File: src/rtl/demux16_wr_bank.sv
// demux16_wr_bank: 16-entry register bank written through a two-stage
// capture/commit pipeline, with a forwarding read port that exposes the pending write.
module demux16_wr_bank #(
  parameter int WIDTH = 1
) (
  input  logic                  clk,
  input  logic                  reset,
  input  logic                  clr,
  input  logic                  wr_en,
  input  logic [3:0]            wr_sel,
  input  logic [WIDTH-1:0]      wr_data,
  input  logic [3:0]            rd_sel,
  output logic [WIDTH-1:0]      rd_data,
  output logic [16*WIDTH-1:0]   q,
  output logic [15:0]           wr_onehot,
  output logic                  busy
);

  logic             s1_valid;
  logic [3:0]       s1_sel;
  logic [WIDTH-1:0] s1_data;
  logic [WIDTH-1:0] bank [16];

  // Capture stage; sel/data only load on an accepted write so idle inputs never leak in.
  always_ff @(posedge clk or posedge reset) begin
    if (reset) begin
      s1_valid <= 1'b0;
      s1_sel   <= '0;
      s1_data  <= '0;
    end else begin
      s1_valid <= wr_en & ~clr;
      if (wr_en && !clr) begin
        s1_sel  <= wr_sel;
        s1_data <= wr_data;
      end
    end
  end

  always_comb begin
    wr_onehot         = '0;
    wr_onehot[s1_sel] = s1_valid;
  end

  always_ff @(posedge clk or posedge reset) begin
    if (reset) begin
      for (int i = 0; i < 16; i++) bank[i] <= '0;
    end else if (clr) begin
      for (int i = 0; i < 16; i++) bank[i] <= '0;
    end else begin
      for (int i = 0; i < 16; i++) begin
        if (wr_onehot[i]) bank[i] <= s1_data;
      end
    end
  end

  always_comb begin
    q = '0;
    for (int i = 0; i < 16; i++) q[i*WIDTH +: WIDTH] = bank[i];
  end

  // The pending write wins over the bank so readers see it one edge before q does.
  always_comb begin
    if (s1_valid && (s1_sel == rd_sel)) rd_data = s1_data;
    else                                rd_data = bank[rd_sel];
  end

  assign busy = s1_valid;

endmodule

File: config.mk
export PLATFORM = sky130hd
export DESIGN_NAME = demux16_wr_bank
export DESIGN_NICKNAME = d
export VERILOG_FILES = /design/src/rtl/demux16_wr_bank.sv
export SDC_FILE = /design/constraint.sdc
export NUM_CORES = 1
export LEC_CHECK = 0
export CAP_MARGIN = 10
export CORE_MARGIN = 2
export CORE_UTILIZATION = 42
export CTS_CLUSTER_DIAMETER = 100
export DETAILED_ROUTE_END_ITERATION = 16
export PLACE_DENSITY = 0.77
export SLEW_MARGIN = 20
export SYNTH_ARGS = -nofsm -noshare
export SYNTH_HDL_FRONTEND = slang
export SYNTH_SLANG_ARGS = --single-unit
File: constraint.sdc
create_clock -name clk -period 3 [get_ports clk]
set_input_delay 0.75 -clock clk [delete_from_list [all_inputs] [get_ports clk]]
set_output_delay 0.75 -clock clk [all_outputs]
set_load 0.03 [all_outputs]
==> results.tsv <==
metric	value	unit
cp_slowest_stage_delay	0.48	ns
setup_viol	0	
fp.dieH	56.7	microns
clock_path_buffers	2	
initial_core_util	43.4	%
top_reg_cell_synth	sky130_fd_sc_hd__dfrtp_1	
maximum_number_of_pins_on_one_net_before_global_route_repair	23	
overflow	0	
cap_violations	0	
synth_compound_gate_area_share	10.3	%
post_synth_xor_area_fraction	3.01	%
route.detailed.drc	0	
critical_path_arrival	2.21	ns
synth_enable_flop_cells	0	
via_count_normalized_by_instance_count	5.61	
n_antenna_cell	0	
worst_pin_slew	0.830	ns
finish.cell_count_without_fillers	196	
final_max_slew_viol_count	0	
detailed_place_hpwl	2470	microns
period_needed	2.96	ns
critPathLaunch	rd_sel[0]	
vias	1100	
grt_antenna_before_repair	0	
hold_class	reg -> reg	
synth_seq_area_share	47.3	%
grt_pass1_wl	5370	microns
timing_hold_violations_final	0	
start_point_of_the_worst_min_delay_path	q[5]	
areaGrowthSynthToFinish	47.9	%
rsz0062_at_grt	false	
post_synth.cell_area_avg	10.0	sq um
final.period_utilization	98.6	%
crit_path_top_delay_cell	sky130_fd_sc_hd__mux4_2	
cts.root.buffer_cell	sky130_fd_sc_hd__clkbuf_4	
netlist_area	1160	sq um
sw_frac_of_total	30.1	%
setup_slack	0.0412	ns
muxShareOfSynthArea	20.5	%
syn_inst	116	
io_buffers	46	
worst_r2r_startpoint	s1_sel[0]	
max_freq	338	MHz
synth_top_family_by_area	multiplexers	
leakage	0.730	nW
die_width	56.7	microns
clock_sinks	22	
critPathLaunchType	input pin	
pwr-share-comb	23.3	%
clkPwrFrac	25.7	%
path_max_fanout	3	
synthSimpleGateAreaFrac	16.0	%
rows	19	
detailedPlace.worstSlack	-0.947	ns
synth_fp_nets	129	
timing.max_slew.rel_slack	44.6	%
outcome	finished, final reports clean	
drive_gt1_share	16.4	%
insertion_delay	0.32	ns
crit_buf_inv	2	
synth_register_bits	22	
crit_path_cell_trace	buf_6 > mux4_2 > mux4_2 > mux2_4 > buf_6	
clk_skew	0.00473	ns
grtUsageTotal	22.5	%
crit_required	2.25	ns
synthArstFlopShare	100	%
core_area	2690	sq um
fin_nets	179	
path_clk_slew	0.12	ns
drtIter0Drc	56	
setup.worst_path.class	in -> out	
worst_path_dominant_cell_family	multiplexers	
first_global_vias	1067	
io_pins	47	
postRouteWirelength	3280	microns
clock_tree_from_tritoncts	built	
ant_nets	0	
routabilityCongestion	0.829	
synth-warning-count	0	
cell_int_power	0.000451	W
seq_power_share	51.0	%
crit_path_end_kind	primary output	
pwr_density_cell	374	nW/um^2
total_switching_power	0.000194	W
detailedRoute.firstPassIterationCount	4	
cts_made_buffers	3	
vdd_ir_drop_max	0.000322	V
placedCellCount	192	
cell_variety_after_synth	20	
htreeDepth	1	
die_outline_area	3210	sq um
avgRoutedWirePerCell	16.7	microns
fraction_of_the_mapped_netlist_area_in_adder_cells	0	%
-- power groups by stage --
stage	clock network (W)	logic [W]	registers [W]
2_1_floorplan	0	0.0000858	0.000332
3_3_place_gp	0	0.000146	0.000334
3_5_place_dp	0	0.000148	0.000334
4_1_cts	0.000165	0.000149	0.000328
5_1_grt	0.000182	0.000161	0.000331
6_report	0.000166	0.000150	0.000329
-- area by class of cell --
type                    instances  area (sq um)
well taps                      31          38.8
repair buffers                 53           523
clock buffers                   4          36.3
inverters                       1          3.75
fillers                       220           963
multi-input cells              85           571
flip-flops and latches         22           551
-- final timing paths --
kind	cells after the start	slack (ns)	endpoint
setup reg to reg	4	1.27	q[0]
max in group asynchronous	2	1.60	q[1]
setup / recovery	5	0.04	rd_data
min in group asynchronous	2	0.89	q[2]
hold / removal	2	0.59	q[5]
hold reg to reg	2	0.59	q[5]
-- worst reg2reg max path: stages, from the launching register on --
cell and delay, ns:
sky130_fd_sc_hd__dfrtp_1 0.45, sky130_fd_sc_hd__or3b_2 0.60, sky130_fd_sc_hd__nor3_1 0.30, sky130_fd_sc_hd__mux2i_1 0.23
sky130_fd_sc_hd__nor2_1 0.05
-- layout by cell type (no fill, tap or decap) --
cell	instances
sky130_fd_sc_hd__inv_1	1
sky130_fd_sc_hd__dlygate4sd2_1	1
sky130_fd_sc_hd__nor3_1	4
sky130_fd_sc_hd__nand3b_1	2
sky130_fd_sc_hd__clkdlybuf4s50_1	39
sky130_fd_sc_hd__nand3_1	2
sky130_fd_sc_hd__dfrtp_1	22
sky130_fd_sc_hd__mux2i_1	4
sky130_fd_sc_hd__nand2b_1	2
sky130_fd_sc_hd__o21ai_0	12
sky130_fd_sc_hd__nor2_1	16
sky130_fd_sc_hd__xor2_1	3
sky130_fd_sc_hd__buf_6	3
sky130_fd_sc_hd__a21oi_1	12
sky130_fd_sc_hd__nor2b_1	1
sky130_fd_sc_hd__dlymetal6s2s_1	3
sky130_fd_sc_hd__or3b_2	1
sky130_fd_sc_hd__mux4_2	5
sky130_fd_sc_hd__buf_4	7
sky130_fd_sc_hd__nand2_1	13
sky130_fd_sc_hd__mux2_2	5
sky130_fd_sc_hd__nor3_2	1
sky130_fd_sc_hd__xnor2_1	1
sky130_fd_sc_hd__clkbuf_4	3
sky130_fd_sc_hd__mux2_4	1
sky130_fd_sc_hd__clkbuf_8	1
-- routing by layer --
metal	share of wire, %	up-vias	global-route usage [%]
met5	0	-	0
met4	1.6	0	8.50
met3	6.9	7	3.69
met2	50	53	34.7
met1	41	535	31.9
li1	-	505	-
-- sequential cells by signal, indices dropped and copies added, names as in the netlist --
name     cells
s1_data      1
q           16
s1_sel       4
busy         1
-- cell families after synthesis --
group	count (synthesis)
AOI/OAI and AO/OA	24
xor gates and xnor gates	4
buffers and inverters	9
DFF	22
muxes	15
and+or+nand+nor	42
-- metrics by stage --
step | setup TNS, ns | instance area [sq um] | util [%] | power [W] | hold slack [ns]
finish | 0 | 1720 | 64.1 | 0.000644 | 0.588
detailed placement | -0.947 | 1690 | 62.8 | 0.000482 | 0.561
floorplan | 0 | 1160 | - | 0.000417 | 0.572
global route | 0 | 1720 | 64.1 | 0.000674 | 0.607
global placement | -0.902 | 1690 | 62.8 | 0.000480 | 0.557
CTS | 0 | 1700 | 63.4 | 0.000642 | 0.585
-- synth_stat cells (2+ instances only) --
library cell | n | area share, %
sky130_fd_sc_hd__nor3_1 | 5 | 2.1
sky130_fd_sc_hd__nand2_1 | 13 | 4.2
sky130_fd_sc_hd__nand2b_1 | 2 | 1.1
sky130_fd_sc_hd__nand3b_1 | 2 | 1.3
sky130_fd_sc_hd__mux4_1 | 4 | 9.0
sky130_fd_sc_hd__mux2_2 | 5 | 4.8
sky130_fd_sc_hd__nand3_1 | 2 | 0.86
sky130_fd_sc_hd__a21oi_1 | 12 | 5.2
sky130_fd_sc_hd__mux2i_1 | 4 | 3.4
sky130_fd_sc_hd__nor2_1 | 16 | 5.2
sky130_fd_sc_hd__o21ai_0 | 12 | 5.2
sky130_fd_sc_hd__clkbuf_1 | 8 | 2.6
sky130_fd_sc_hd__dfrtp_1 | 22 | 47
sky130_fd_sc_hd__xor2_1 | 3 | 2.3
-- repair_timing --
item	CTS	global route
cloned	0	0
buffers inserted	0	0
resized for setup	22	6
pin swaps	0	0
setup endpoints to repair	2	5
hold buffers	0	0
No activity file was read; power rests on OpenSTA's default activity.
